==> config.mk <==
export PLATFORM = sky130hd
export DESIGN_NAME = iob_fp_round
export DESIGN_NICKNAME = d
export VERILOG_FILES = /design/src/rtl/iob_fp_round.sv
export SDC_FILE = /design/constraint.sdc
export NUM_CORES = 1
export LEC_CHECK = 0
export ABC_AREA = 1
export CAP_MARGIN = 0
export CORE_ASPECT_RATIO = 1.25
export CORE_MARGIN = 1
export CORE_UTILIZATION = 35
export DETAILED_ROUTE_END_ITERATION = 6
export PLACE_DENSITY = 0.74
export SYNTH_ARGS = -nofsm -noshare
export SYNTH_HDL_FRONTEND = slang
export SYNTH_SLANG_ARGS = --single-unit
==> constraint.sdc <==
create_clock -name clk_i -period 1.8 [get_ports clk_i]
set_clock_uncertainty 0.15 [all_clocks]
set_input_delay 0.27 -clock clk_i [delete_from_list [all_inputs] [get_ports clk_i]]
set_output_delay 0.27 -clock clk_i [all_outputs]
set_load 0.005 [all_outputs]
==> src/rtl/iob_fp_round.sv <==
// iob_fp_round: registered round-to-nearest-even stage for the FP back end.
// Takes a normalised mantissa {M, G, R, S} and its biased exponent. Returns
// the rounded exponent and the stored fraction, with the hidden bit dropped.
// When rounding carries out of M, the exponent is renormalised by +1.
// Optional feature macro: IOB_FP_ROUND_OVF_EN adds ovf_o and saturates the
// result to infinity. Without it, the exponent wraps modulo 2^EXP_W.
module iob_fp_round #(
  parameter int DATA_W = 24,
  parameter int EXP_W  = 8
) (
  input  logic              clk_i,
  input  logic              arst_n_i,
  input  logic              cke_i,
  input  logic              en_i,
  input  logic [EXP_W-1:0]  exponent_i,
  input  logic [DATA_W+2:0] mantissa_i,
  output logic              done_o,
  output logic [EXP_W-1:0]  exponent_rnd_o,
  output logic [DATA_W-2:0] mantissa_rnd_o
`ifdef IOB_FP_ROUND_OVF_EN
  ,
  output logic              ovf_o
`endif
);

  // Round-to-nearest-even decision. A tie (G set, R and S clear) rounds up
  // only when the kept LSB is odd.
  function automatic logic round_up(input logic l, input logic g,
                                    input logic r, input logic s);
    return g & (l | r | s);
  endfunction

  logic [DATA_W-1:0] m;
  logic              rnd;
  logic [DATA_W:0]   mr;
  logic              carry;
  logic [DATA_W-2:0] frac_nxt;
  logic [EXP_W-1:0]  exp_nxt;

  assign m     = mantissa_i[DATA_W+2:3];
  assign rnd   = round_up(m[0], mantissa_i[2], mantissa_i[1], mantissa_i[0]);
  assign mr    = {1'b0, m} + {{DATA_W{1'b0}}, rnd};
  assign carry = mr[DATA_W];

`ifdef IOB_FP_ROUND_OVF_EN
  logic [EXP_W:0] exp_sum;
  logic           ovf_nxt;

  // The exponent overflows when it reaches the all-ones code. That happens
  // either through the carry increment or because the input is already
  // all ones.
  function automatic logic exp_overflow(input logic [EXP_W:0] e);
    return e >= {1'b0, {EXP_W{1'b1}}};
  endfunction

  assign exp_sum = {1'b0, exponent_i} + {{EXP_W{1'b0}}, carry};
  assign ovf_nxt = exp_overflow(exp_sum);

  // On overflow, saturate to infinity. Otherwise, take the renormalised
  // exponent and the rounded fraction.
  always_comb begin
    exp_nxt  = exp_sum[EXP_W-1:0];
    frac_nxt = carry ? mr[DATA_W-1:1] : mr[DATA_W-2:0];
    if (ovf_nxt) begin
      exp_nxt  = {EXP_W{1'b1}};
      frac_nxt = '0;
    end
  end
`else
  // On carry-out, the exponent increments and wraps modulo 2^EXP_W. In that
  // case the shifted fraction is all zeros.
  always_comb begin
    exp_nxt  = exponent_i + {{(EXP_W-1){1'b0}}, carry};
    frac_nxt = carry ? mr[DATA_W-1:1] : mr[DATA_W-2:0];
  end
`endif

  // ---- stage p1: result register ----
  logic              vld_p1;
  logic [EXP_W-1:0]  exp_p1;
  logic [DATA_W-2:0] frac_p1;
`ifdef IOB_FP_ROUND_OVF_EN
  logic              ovf_p1;
`endif

  // Valid follows en_i on every enabled cycle. Results load only for
  // accepted operands. Reset clears everything, so an in-flight result is
  // dropped.
  always_ff @(posedge clk_i or negedge arst_n_i) begin
    if (!arst_n_i) begin
      vld_p1  <= 1'b0;
      exp_p1  <= '0;
      frac_p1 <= '0;
`ifdef IOB_FP_ROUND_OVF_EN
      ovf_p1  <= 1'b0;
`endif
    end else if (cke_i) begin
      vld_p1 <= en_i;
      if (en_i) begin
        exp_p1  <= exp_nxt;
        frac_p1 <= frac_nxt;
`ifdef IOB_FP_ROUND_OVF_EN
        ovf_p1  <= ovf_nxt;
`endif
      end
    end
  end

  assign done_o         = vld_p1;
  assign exponent_rnd_o = exp_p1;
  assign mantissa_rnd_o = frac_p1;
`ifdef IOB_FP_ROUND_OVF_EN
  assign ovf_o          = ovf_p1;
`endif

endmodule

==> metrics.csv, run 1 <==
stage,metric,value,unit
power,p_sw_share,28.5,%
place,dpl.cell_count,461,
finish,syn_to_final_growth,84.6,%
yosys,synthTopCellsByArea,"dfrtp_1 (39%), nand2_1 (22%), nand3_1 (3.9%), inv_1 (3.5%), xor2_1 (3.4%)",
yosys,synthSimpleGateAreaFrac,42.9,%
sta,fin_tns_setup,-8.83,ns
sta,max_freq,0.453,GHz
yosys,synth_seq_cells,32,
place,pre_cts_ws,-1.19,ns
power,comb_power_share,31.2,%
clock_network,cts_max_level,2,
worst_setup_path,cp-end-kind,flop,
power,p_sw,596,µW
detailed_routing,wl_per_cell,14.6,µm
floorplanning,start_util,37.0,%
yosys,synth_fa_ha_area_share,2.43,%
yosys,synth_top_area_share,38.9,%
yosys,synth_area_leader_cell,dfrtp_1,
power,leakage,1.89,nW
detailed_routing,detail-route-antenna-nets,0,
floorplanning,core,5560,µm²
sta,worstMarginPinSlew,0.405,ns
floorplanning,die_y,87.7,µm
run_status,violations,"design-rule violations, negative setup slack",
clock_network,numCtsBuffers,5,
clock_network,clock_tree.buffer_depth,2,
yosys,yosysUniqueCellTypes,29,
worst_setup_path,start_kind,primary input,
sta,layout_setup_ws,-0.407,ns
worst_setup_path,reg2reg_from,mantissa_rnd_o[22],
sta,drv_slew,0,
power,clockPowerShare,27.4,%
yosys,synth_top_family_by_area,simple AND/OR/NAND/NOR gates,
clock_network,clk_latency,0.28,ns
finish,fin_util,68.4,%
place,io_buffers,70,
sta,hold_slack,0.243,ns
worst_setup_path,cp.required,1.81,ns
global_routing,antenna_found_initial,0,
detailed_routing,viasPerCell,5.03,
finish,final_cell_count_no_fill,495,
place,hpwl,4540,µm
clock_network,clkTransAtPathRegs,0.06,ns
flow_run,drv_cap,0,
detailed_routing,dr.pass1.iters,6,
yosys,synth_xor_xnor_area_share,5.96,%
sta,slew_headroom,73.0,%
worst_setup_path,r2r_cells,3,
finish,antenna-diode-count,0,
min_path,min_path_type,in2async,
power,p_int,1.50,mW
yosys,syn_inst,282,
global_routing,grt_overflow,0,
finish,finalInstanceArea,3800,µm²
yosys,ys_seq_area_share,38.9,%
place,placed_cell_area,3260,µm²
sta,rsz0062_at_grt,true,
floorplanning,ios,71,
worst_setup_path,endpoint,exponent_rnd_o[4],
sta,min_period_over_period,123,%
power,ir_drop,234,µV
detailed_routing,drt-total-wl,7220,µm
detailed_routing,drtIter0Drc,158,
yosys,synth_compound_area_share,4.32,%
global_routing,grt_pass1_wl,10400,µm
worst_setup_path,critPathMaxFanout,3,
clock_network,root_buffer,clkbuf_8,
clock_network,cts.sinks,32,
power,powerDensity,550,nW/µm²
sta,finalSetupViolCount,30,
worst_setup_path,crit_path_start,mantissa_i[24],
sta,finalHoldViolCount,0,
global_routing,grt_start_max_net_pins,35,
finish,nets,473,
worst_setup_path,regToRegSetupSlack,0.71,ns
sta,period_needed,2.21,ns
global_routing,grt_usage,21.3,%
yosys,synthMuxAreaShare,0,%
yosys,syn_avg_cell_area,7.30,µm²
floorplanning,rows,30,
floorplanning,die-area,6190,µm²
yosys,syn-cell-area,2060,µm²
place,gp_congestion,0.893,
worst_setup_path,critPathKind,in2reg,
yosys,yosys_warnings,0,
worst_setup_path,r2r-end,mantissa_rnd_o[22],
yosys,synth_fp_nets,325,
run_status,status,"complete, but fails checks",
clock_network,cts_tree,done,
detailed_routing,num_vias,2492,
worst_setup_path,arrival,2.22,ns
global_routing,grt_pass1_vias,2408,
floorplanning,dieWidth,70.6,µm
power,power,2.09,mW
finish,drive_gt1_share,34.8,%
power,power_frac_seq,41.4,%
detailed_routing,drc,12,
layer usage:
metal | GRT usage [%] | part of all wire (%) | vias up
li1 | - | - | 1193
met5 | 0 | 0 | -
met3 | 2.53 | 4.3 | 29
met4 | 11.5 | 4.4 | 0
met2 | 40.7 | 54 | 106
met1 | 23.0 | 37 | 1164
final cells by class:
cell class	instances	area [µm²]
Sequential cell	32	801
Multi-Input combinational cell	224	1400
Fill cell	426	1760
Clock buffer	8	90.1
Timing Repair inverter	1	7.51
Timing Repair Buffer	144	1330
Inverter	22	92.6
Tap cell	64	80.1
repair_timing:
action	in CTS	in global routing
cloned	2	0
endpoints found under the setup margin	31	31
buffers inserted	13	12
gates resized for setup	40	54
pin swaps	19	27
hold buffers	0	0
cells by family (layout without fill, tap and decap cells):
family                     after synthesis  count (layout)
xor gates and xnor gates                14              14
AOI/OAI and AO/OA                       16              16
DFF                                     32              32
adders and majority gates                4               4
and+or+nand+nor                        189             190
buffers and inverters                   27             175
worst min-delay path by stage:
stage | from | cells after the start | end
floorplan | arst_n_i | 0 | done_o
CTS | arst_n_i | 2 | mantissa_rnd_o[0]
detailed placement | mantissa_rnd_o[8] | 2 | mantissa_rnd_o[8]
finish | arst_n_i | 2 | done_o
global route | arst_n_i | 2 | done_o
global placement | mantissa_rnd_o[8] | 2 | mantissa_rnd_o[8]
cell usage after synthesis:
| library cell | count |
|---|---|
| a21oi_1 | 1 |
| and2_1 | 1 |
| buf_2 | 3 |
| buf_6 | 1 |
| clkbuf_1 | 1 |
| dfrtp_1 | 32 |
| ha_1 | 4 |
| inv_1 | 19 |
| inv_2 | 3 |
| nand2_1 | 122 |
| nand2_2 | 3 |
| nand2_4 | 3 |
| nand3_1 | 16 |
| nand3_4 | 1 |
| nand3b_1 | 6 |
| nand4_1 | 8 |
| nor2_1 | 15 |
| nor2_2 | 4 |
| nor2_4 | 4 |
| nor2_8 | 1 |
| nor3_1 | 3 |
| nor4_1 | 1 |
| o211ai_1 | 1 |
| o21ai_0 | 12 |
| o21bai_1 | 1 |
| o31a_1 | 1 |
| or2_2 | 1 |
| xnor2_1 | 6 |
| xor2_1 | 8 |
power by group through the flow:
stage	Combinational, mW	Sequential [mW]	Clock, mW
finish	0.652	0.867	0.573
global route	0.707	0.874	0.602
CTS	0.611	0.864	0.569
detailed placement	0.597	0.875	0
global placement	0.586	0.873	0
floorplan	0.177	0.878	0
cell usage in the layout (no fill, tap or decap), types with 7 or more instances in the layout:
| master | Yosys | final |
|---|---|---|
| buf_4 | 0 | 60 |
| nor2_4 | 4 | 8 |
| nand4_1 | 8 | 8 |
| clkdlybuf4s50_1 | 0 | 56 |
| nand2_2 | 3 | 23 |
| dfrtp_1 | 32 | 32 |
| nand3_1 | 16 | 9 |
| o21ai_1 | 0 | 7 |
| xor2_1 | 8 | 8 |
| buf_6 | 1 | 17 |
| nor2_1 | 15 | 11 |
| inv_1 | 19 | 18 |
| nand2_1 | 122 | 99 |
flip-flops by register name, summed over array words and instances, names as in the netlist:
| name | cells |
|---|---|
| done_o | 1 |
| exponent_rnd_o | 8 |
| mantissa_rnd_o | 23 |
worst max-delay path: stages:
cell,delay (ns)
clkdlybuf4s50_1,0.48
nand4_1,0.12
buf_6,0.15
nor4_4,0.33
ha_4,0.22
ha_4,0.16
nand2_4,0.07
nor2_4,0.14
buf_6,0.11
xnor2_2,0.09
o21ai_1,0.08
Power figures use the tool's default switching activity.
==> run 2: changes to the inputs <==
- CORE_MARGIN: 1 -> 5
==> run 2 against run 1 <==
  * The run ends with negative setup slack left
  * Sequential share of layout area is 1.3 points higher
  * Largest cell class unchanged
  * Clock-buffer cell count is 1 lower
  * Flip-flop and latch count stayed put
  * Critical endpoint is now exponent_rnd_o[6]
  * Via count is 6.5% lower
  * Final area is 5.7% lower
  * Maximum frequency is 3.6% higher
==> metrics.csv, run 2 (same netlist as run 1, synthesis figures left out) <==
stage,metric,value,unit,change
run_status,status,"complete, but fails checks",,
run_status,violations,negative setup slack,,
place,gp_congestion,0.870,,-2.5%
power,p_sw,555,µW,-6.9%
clock_network,clkTransAtPathRegs,0.06,ns,about the same
worst_setup_path,critical-path-slowest-cell,clkdlybuf4s50_1,,
finish,nets,458,,-3.2%
sta,drv_slew,0,,unchanged
detailed_routing,top_layer,met4,,
power,clockPowerShare,28.6,%,+1.2 points
worst_setup_path,cp_top_family,simple AND/OR/NAND/NOR gates,,
finish,antenna-diode-count,0,,unchanged
floorplanning,die-area,7520,µm²,+21%
detailed_routing,drc,0,,-12
worst_setup_path,max_stage_delay,0.49,ns,about the same
clock_network,cts_max_level,2,,unchanged
global_routing,grt_overflow,0,,unchanged
clock_network,clk_latency,0.28,ns,about the same
finish,multi_input_area,1320,µm²,-5.2%
worst_setup_path,r2r-end,mantissa_rnd_o[22],,
detailed_routing,dr.pass1.iters,4,,-2
finish,fin_util,62.4,%,-6.0 points
floorplanning,dieWidth,78.6,µm,+11%
worst_setup_path,cp-end-kind,flop,,
detailed_routing,num_vias,2329,,-6.5%
clock_network,root_buffer,clkbuf_8,,
place,pre_cts_ws,-1.14,ns,+0.0517 ns
flow_run,drv_cap,0,,unchanged
sta,finalHoldViolCount,0,,unchanged
detailed_routing,drt-total-wl,6270,µm,-13%
global_routing,grt_start_max_net_pins,35,,unchanged
sta,finalSetupViolCount,18,,-40%
detailed_routing,wirelength_met1,2450,µm,-9.1%
power,leakage,1.83,nW,-3.2%
worst_setup_path,arrival,2.14,ns,-0.08 ns
worst_setup_path,r2r_cells,3,,unchanged
worst_setup_path,reg2reg_from,mantissa_rnd_o[22],,
min_path,min_path_type,in2async,,
place,dpl.cell_count,463,,+0.43%
sta,rsz0062_at_grt,true,,
sta,hold_slack,0.247,ns,+0.00431 ns
sta,period_needed,2.13,ns,-0.0760 ns
place,hpwl,4920,µm,+8.5%
detailed_routing,wl_per_cell,13.0,µm,-11%
power,power,2.07,mW,-1.2%
power,powerDensity,577,nW/µm²,+4.8%
sta,min_period_over_period,118,%,-4.2 points
power,p_sw_share,26.8,%,-1.7 points
finish,final_cell_count_no_fill,481,,-2.8%
finish,drive_gt1_share,28.7,%,-6.1 points
finish,ff_latch_area,801,µm²,unchanged
floorplanning,start_util,35.9,%,-1.2 points
power,p_int,1.51,mW,+1.1%
global_routing,grt_pass1_wl,10400,µm,+0.60%
clock_network,cts_tree,done,,
detailed_routing,wl_met2,3330,µm,-14%
worst_setup_path,cp.required,1.81,ns,about the same
place,placed_cell_area,3260,µm²,about the same
finish,mostFrequentLayoutCells,"nand2_1 (114), clkdlybuf4s50_1 (54), buf_4 (54), dfrtp_1 (32), inv_1 (18)",,
floorplanning,ios,71,,unchanged
worst_setup_path,start_kind,primary input,,
finish,nFillCells,513,,+20%
clock_network,numCtsBuffers,5,,unchanged
sta,layout_setup_ws,-0.331,ns,+0.0760 ns
place,io_buffers,70,,unchanged
clock_network,cts.sinks,32,,unchanged
detailed_routing,viasPerCell,4.84,,-3.8%
power,ir_drop,330,µV,+41%
detailed_routing,drtIter0Drc,88,,-44%
sta,max_freq,0.469,GHz,+3.6%
clock_network,clock_tree.buffer_depth,2,,unchanged
finish,finalInstanceArea,3580,µm²,-5.7%
sta,slew_headroom,73.2,%,+0.19 points
floorplanning,die_y,95.7,µm,+9.1%
worst_setup_path,critPathKind,in2reg,,
global_routing,antenna_found_initial,0,,unchanged
floorplanning,core,5740,µm²,+3.3%
global_routing,grt_usage,17.5,%,-3.8 points
global_routing,grt_pass1_vias,2367,,-1.7%
sta,fin_tns_setup,-2.02,ns,+6.80 ns
detailed_routing,detail-route-antenna-nets,0,,unchanged
detailed_routing,wl_met3,270,µm,-13%
worst_setup_path,path_cells,"clkdlybuf4s50_1, nand4_1, nor4_4, ha_2, ha_4, nand2_4, nor2_4, nand3_1, xor2_1, o21ai_1",,
sta,worstMarginPinSlew,0.402,ns,-0.00281 ns
power,power_frac_seq,41.7,%,+0.3 points
finish,syn_to_final_growth,74.0,%,
floorplanning,rows,31,,+3.3%
finish,final_common_cell,nand2_1,,
finish,largest_reg_flops,23,,unchanged
worst_setup_path,crit_buf_inv,1,,-2
worst_setup_path,critPathMaxFanout,2,,-1
power,comb_power_share,29.7,%,-1.5 points
worst_setup_path,regToRegSetupSlack,0.75,ns,+0.04 ns
[run 2: cell count changes in the layout (fill, tap and decap cells not counted), moves of 2 or more]
cell             change
clkbuf_1             -2
buf_4                -6
xor2_2               +2
clkdlybuf4s50_1      -2
nand3_2              -2
nand2_1             +15
buf_6                -7
nand3_1              +3
nand2_2             -14
xor2_1               -2
dlymetal6s2s_1       +2
[run 2: worst max-delay path by stage]
stage                              start           endpoint  slack [ns]  cells past startpoint
final                     mantissa_i[21]  exponent_rnd_o[6]       -0.33                     10
after global routing      mantissa_i[15]  exponent_rnd_o[7]       -0.45                     12
after CTS                  mantissa_i[1]  exponent_rnd_o[6]       -0.45                     15
after detailed placement   mantissa_i[3]  exponent_rnd_o[7]       -1.14                     15
after global placement     mantissa_i[3]  exponent_rnd_o[7]       -1.02                     15
after floorplan            mantissa_i[1]  exponent_rnd_o[6]       -0.51                     14
[run 2: cell type report]
| cell class | instances | share of cell area [%] |
|---|---|---|
| Multi-Input combinational cell | 224 | 37.0 |
| Timing Repair Buffer | 130 | 33.3 |
| Sequential cell | 32 | 22.4 |
| Clock buffer | 7 | 2.69 |
| Inverter | 22 | 2.38 |
| Tap cell | 66 | 2.31 |
[run 2: power groups by stage]
stage | logic (mW) | registers [mW] | clock network (mW)
detailed placement | 0.603 | 0.875 | 0
global placement | 0.591 | 0.873 | 0
finish | 0.613 | 0.862 | 0.591
global route | 0.672 | 0.874 | 0.631
CTS | 0.611 | 0.863 | 0.602
floorplan | 0.177 | 0.878 | 0
[run 2: routing by layer]
metal  up-vias  track usage (%)
met5         -                0
li1       1159                -
met4         0             9.18
met2        65             32.6
met3        20             2.62
met1      1085             19.1
[run 2: what timing repair did]
| item | in CTS | in global routing |
|---|---|---|
| pin swaps | 16 | 14 |
| setup buffers | 7 | 5 |
| hold buffers | 0 | 0 |
| setup endpoints to repair | 31 | 31 |
| gates cloned | 1 | 0 |
| gates resized for setup | 36 | 28 |
==> run 3: changes to the inputs <==
--- a/config.mk
+++ b/config.mk
@@ -12,2 +12,3 @@
 export CORE_UTILIZATION = 35
+export CTS_CLUSTER_DIAMETER = 40
 export DETAILED_ROUTE_END_ITERATION = 6
==> constraint.sdc (replaced) <==
create_clock -name clk_i -period 1.8 [get_ports clk_i]
set_clock_uncertainty 0.15 [all_clocks]
set_input_delay 0.54 -clock clk_i [delete_from_list [all_inputs] [get_ports clk_i]]
set_output_delay 0.54 -clock clk_i [all_outputs]
set_load 0.005 [all_outputs]
==> run 3 against run 2 <==
  * The run still ends with negative setup slack left
  * Wire length is 20% higher
  * Hold slack improved by 0.085 ns
  * Global-route usage grew 1.4 points
  * Clock power is 1% higher
  * Flip-flop and latch count did not move
  * Maximum frequency shrank 14%
  * Power increased by 1.1%
  * Via count rose by 5.9%
  * Sequential power about the same
  * Combinational power is 2% higher
  * Sequential share of layout area decreased by 1.4 points
  * Largest power group unchanged
==> metrics.csv, run 3 (same netlist as run 1, synthesis figures left out) <==
stage,metric,value,unit,change
worst_setup_path,arrival,2.56,ns,+0.42 ns
clock_network,cts_tree,done,,
worst_setup_path,critPathMaxFanout,3,,+1
floorplanning,rows,31,,unchanged
worst_setup_path,path_cells,"clkdlybuf4s50_1, nand4_1, buf_6, nor4_4, ha_4, nand3_2, nor2_2, and2_4, a21oi_1, nand3b_1, nand2_1",,
sta,layout_setup_ws,-0.683,ns,-0.352 ns
global_routing,antenna_found_initial,0,,unchanged
flow_run,drv_cap,0,,unchanged
min_path,min_to,mantissa_rnd_o[3],,
detailed_routing,viasPerCell,4.94,,+2.1%
global_routing,grt_usage,18.9,%,+1.4 points
worst_setup_path,max_stage_delay,0.49,ns,about the same
sta,slew_headroom,76.6,%,+3.4 points
detailed_routing,wl_per_cell,15.0,µm,+15%
detailed_routing,drc,0,,unchanged
sta,finalHoldViolCount,0,,unchanged
place,gp_congestion,0.928,,+6.6%
clock_network,cts.sinks,32,,unchanged
sta,period_needed,2.48,ns,+0.352 ns
place,hpwl,4880,µm,-0.87%
sta,rsz0062_at_grt,true,,
clock_network,clkTransAtPathRegs,0.06,ns,about the same
finish,finalInstanceArea,3820,µm²,+6.7%
power,ir_drop,283,µV,-14%
clock_network,root_buffer,clkbuf_8,,
worst_setup_path,cp.required,1.87,ns,+0.06 ns
run_status,status,"complete, but fails checks",,
worst_setup_path,critical-path-slowest-cell,clkdlybuf4s50_1,,
sta,min_period_over_period,138,%,+20 points
global_routing,grt_pass1_vias,2475,,+4.6%
global_routing,grt_start_max_net_pins,35,,unchanged
power,p_sw_share,28.9,%,+2.1 points
sta,max_freq,0.403,GHz,-14%
floorplanning,die_y,95.7,µm,unchanged
finish,fin_util,66.6,%,+4.2 points
worst_setup_path,regToRegSetupSlack,0.72,ns,-0.03 ns
finish,largest_reg_flops,23,,unchanged
finish,nets,476,,+3.9%
power,p_sw,604,µW,+8.9%
power,power_frac_seq,41.4,%,-0.3 points
power,clockPowerShare,28.6,%,about the same
sta,worstMarginPinSlew,0.348,ns,-0.0539 ns
detailed_routing,drtIter0Drc,162,,+84%
detailed_routing,dr.pass1.iters,4,,unchanged
worst_setup_path,r2r_cells,3,,unchanged
detailed_routing,detail-route-antenna-nets,0,,unchanged
run_status,violations,negative setup slack,,
clock_network,postCtsHoldBufs,0,,unchanged
finish,syn_to_final_growth,85.8,%,
worst_setup_path,critPathKind,in2reg,,
finish,final_cell_count_no_fill,499,,+3.7%
global_routing,grt_overflow,0,,unchanged
floorplanning,dieWidth,78.6,µm,unchanged
global_routing,grt_pass1_wl,11100,µm,+6.2%
floorplanning,ios,71,,unchanged
power,powerDensity,546,nW/µm²,-5.2%
detailed_routing,drt-total-wl,7510,µm,+20%
power,p_int,1.49,mW,-1.7%
min_path,min_path_type,reg2reg,,
sta,drv_slew,0,,unchanged
worst_setup_path,reg2reg_from,mantissa_rnd_o[22],,
clock_network,cts_max_level,2,,unchanged
detailed_routing,num_vias,2467,,+5.9%
min_path,holdPathStages,2,,
clock_network,numCtsBuffers,5,,unchanged
floorplanning,core,5740,µm²,unchanged
power,leakage,1.98,nW,+8.5%
finish,antenna-diode-count,0,,unchanged
power,power,2.09,mW,+1.1%
min_path,min_from,mantissa_rnd_o[3],,
floorplanning,start_util,35.9,%,unchanged
finish,nFillCells,438,,-15%
sta,finalSetupViolCount,31,,+13
floorplanning,die-area,7520,µm²,unchanged
place,placed_cell_area,3300,µm²,+1.2%
power,comb_power_share,30.0,%,+0.3 points
place,io_buffers,70,,unchanged
worst_setup_path,start_kind,primary input,,
clock_network,clk_latency,0.28,ns,about the same
worst_setup_path,cp-end-kind,flop,,
sta,fin_tns_setup,-17.10,ns,-15.08 ns
finish,mostFrequentLayoutCells,"nand2_1 (94), buf_4 (62), dlygate4sd2_1 (34), dfrtp_1 (32), clkdlybuf4s50_1 (29)",,
worst_setup_path,r2r-end,mantissa_rnd_o[22],,
finish,final_common_cell,nand2_1,,
finish,drive_gt1_share,36.3,%,+7.6 points
place,dpl.cell_count,466,,+0.65%
clock_network,clock_tree.buffer_depth,2,,unchanged
run 3: how the worst max path moves through the flow:
stage	start	slack (ns)	cells past startpoint	endpoint
6_report	mantissa_i[23]	-0.68	11	exponent_rnd_o[7]
5_1_grt	mantissa_i[0]	-0.75	15	exponent_rnd_o[7]
4_1_cts	mantissa_i[1]	-0.71	15	exponent_rnd_o[6]
3_5_place_dp	mantissa_i[3]	-1.45	15	exponent_rnd_o[6]
3_3_place_gp	mantissa_i[3]	-1.29	15	exponent_rnd_o[7]
2_1_floorplan	mantissa_i[1]	-0.78	14	exponent_rnd_o[6]
run 3: repair_timing:
action / in CTS / in global routing
gates resized for setup: 91 / 36
pin swaps: 23 / 21
gates cloned: 2 / 0
endpoints found under the setup margin: 63 / 31
buffers inserted: 15 / 12
run 3: layer usage:
| layer | track usage, % | wire [µm] | vias to the layer above |
|---|---|---|---|
| met2 | 35.7 | 4060 | 88 |
| li1 | - | - | 1202 |
| met4 | 11.5 | 345 | 0 |
| met5 | 0 | 0 | - |
| met1 | 19.9 | 2710 | 1155 |
| met3 | 2.53 | 392 | 22 |
run 3: cell type report:
cell class | count | area [µm²] | area share [%]
Timing Repair Buffer | 147 | 1320 | 34.6
Sequential cell | 32 | 801 | 20.9
Clock buffer | 7 | 96.3 | 2.52
Inverter | 22 | 97.6 | 2.55
Multi-Input combinational cell | 224 | 1420 | 37.0
Tap cell | 66 | 82.6 | 2.16
Timing Repair inverter | 1 | 7.51 | 0.196
run 3: per-stage QoR:
step                      setup slack, ns  hold WS [ns]
after global routing               -0.753         0.356
after floorplan                    -0.784        0.0944
after detailed placement            -1.45         0.321
after CTS                          -0.713         0.330
after global placement              -1.29         0.315
final                              -0.683         0.332
run 3: power groups by stage:
stage	Sequential [mW]	Clock, mW	Combinational, mW
2_1_floorplan	0.878	0	0.179
3_3_place_gp	0.873	0	0.598
3_5_place_dp	0.877	0	0.609
4_1_cts	0.861	0.601	0.587
5_1_grt	0.872	0.628	0.683
6_report	0.864	0.598	0.627
run 3: critical path: cells and delay by family:
kind                       cells  cell delay (ns)
and+or+nand+nor                7             1.10
buffers and inverters          2             0.64
adders and majority gates      1             0.22
AOI/OAI and AO/OA              1             0.06
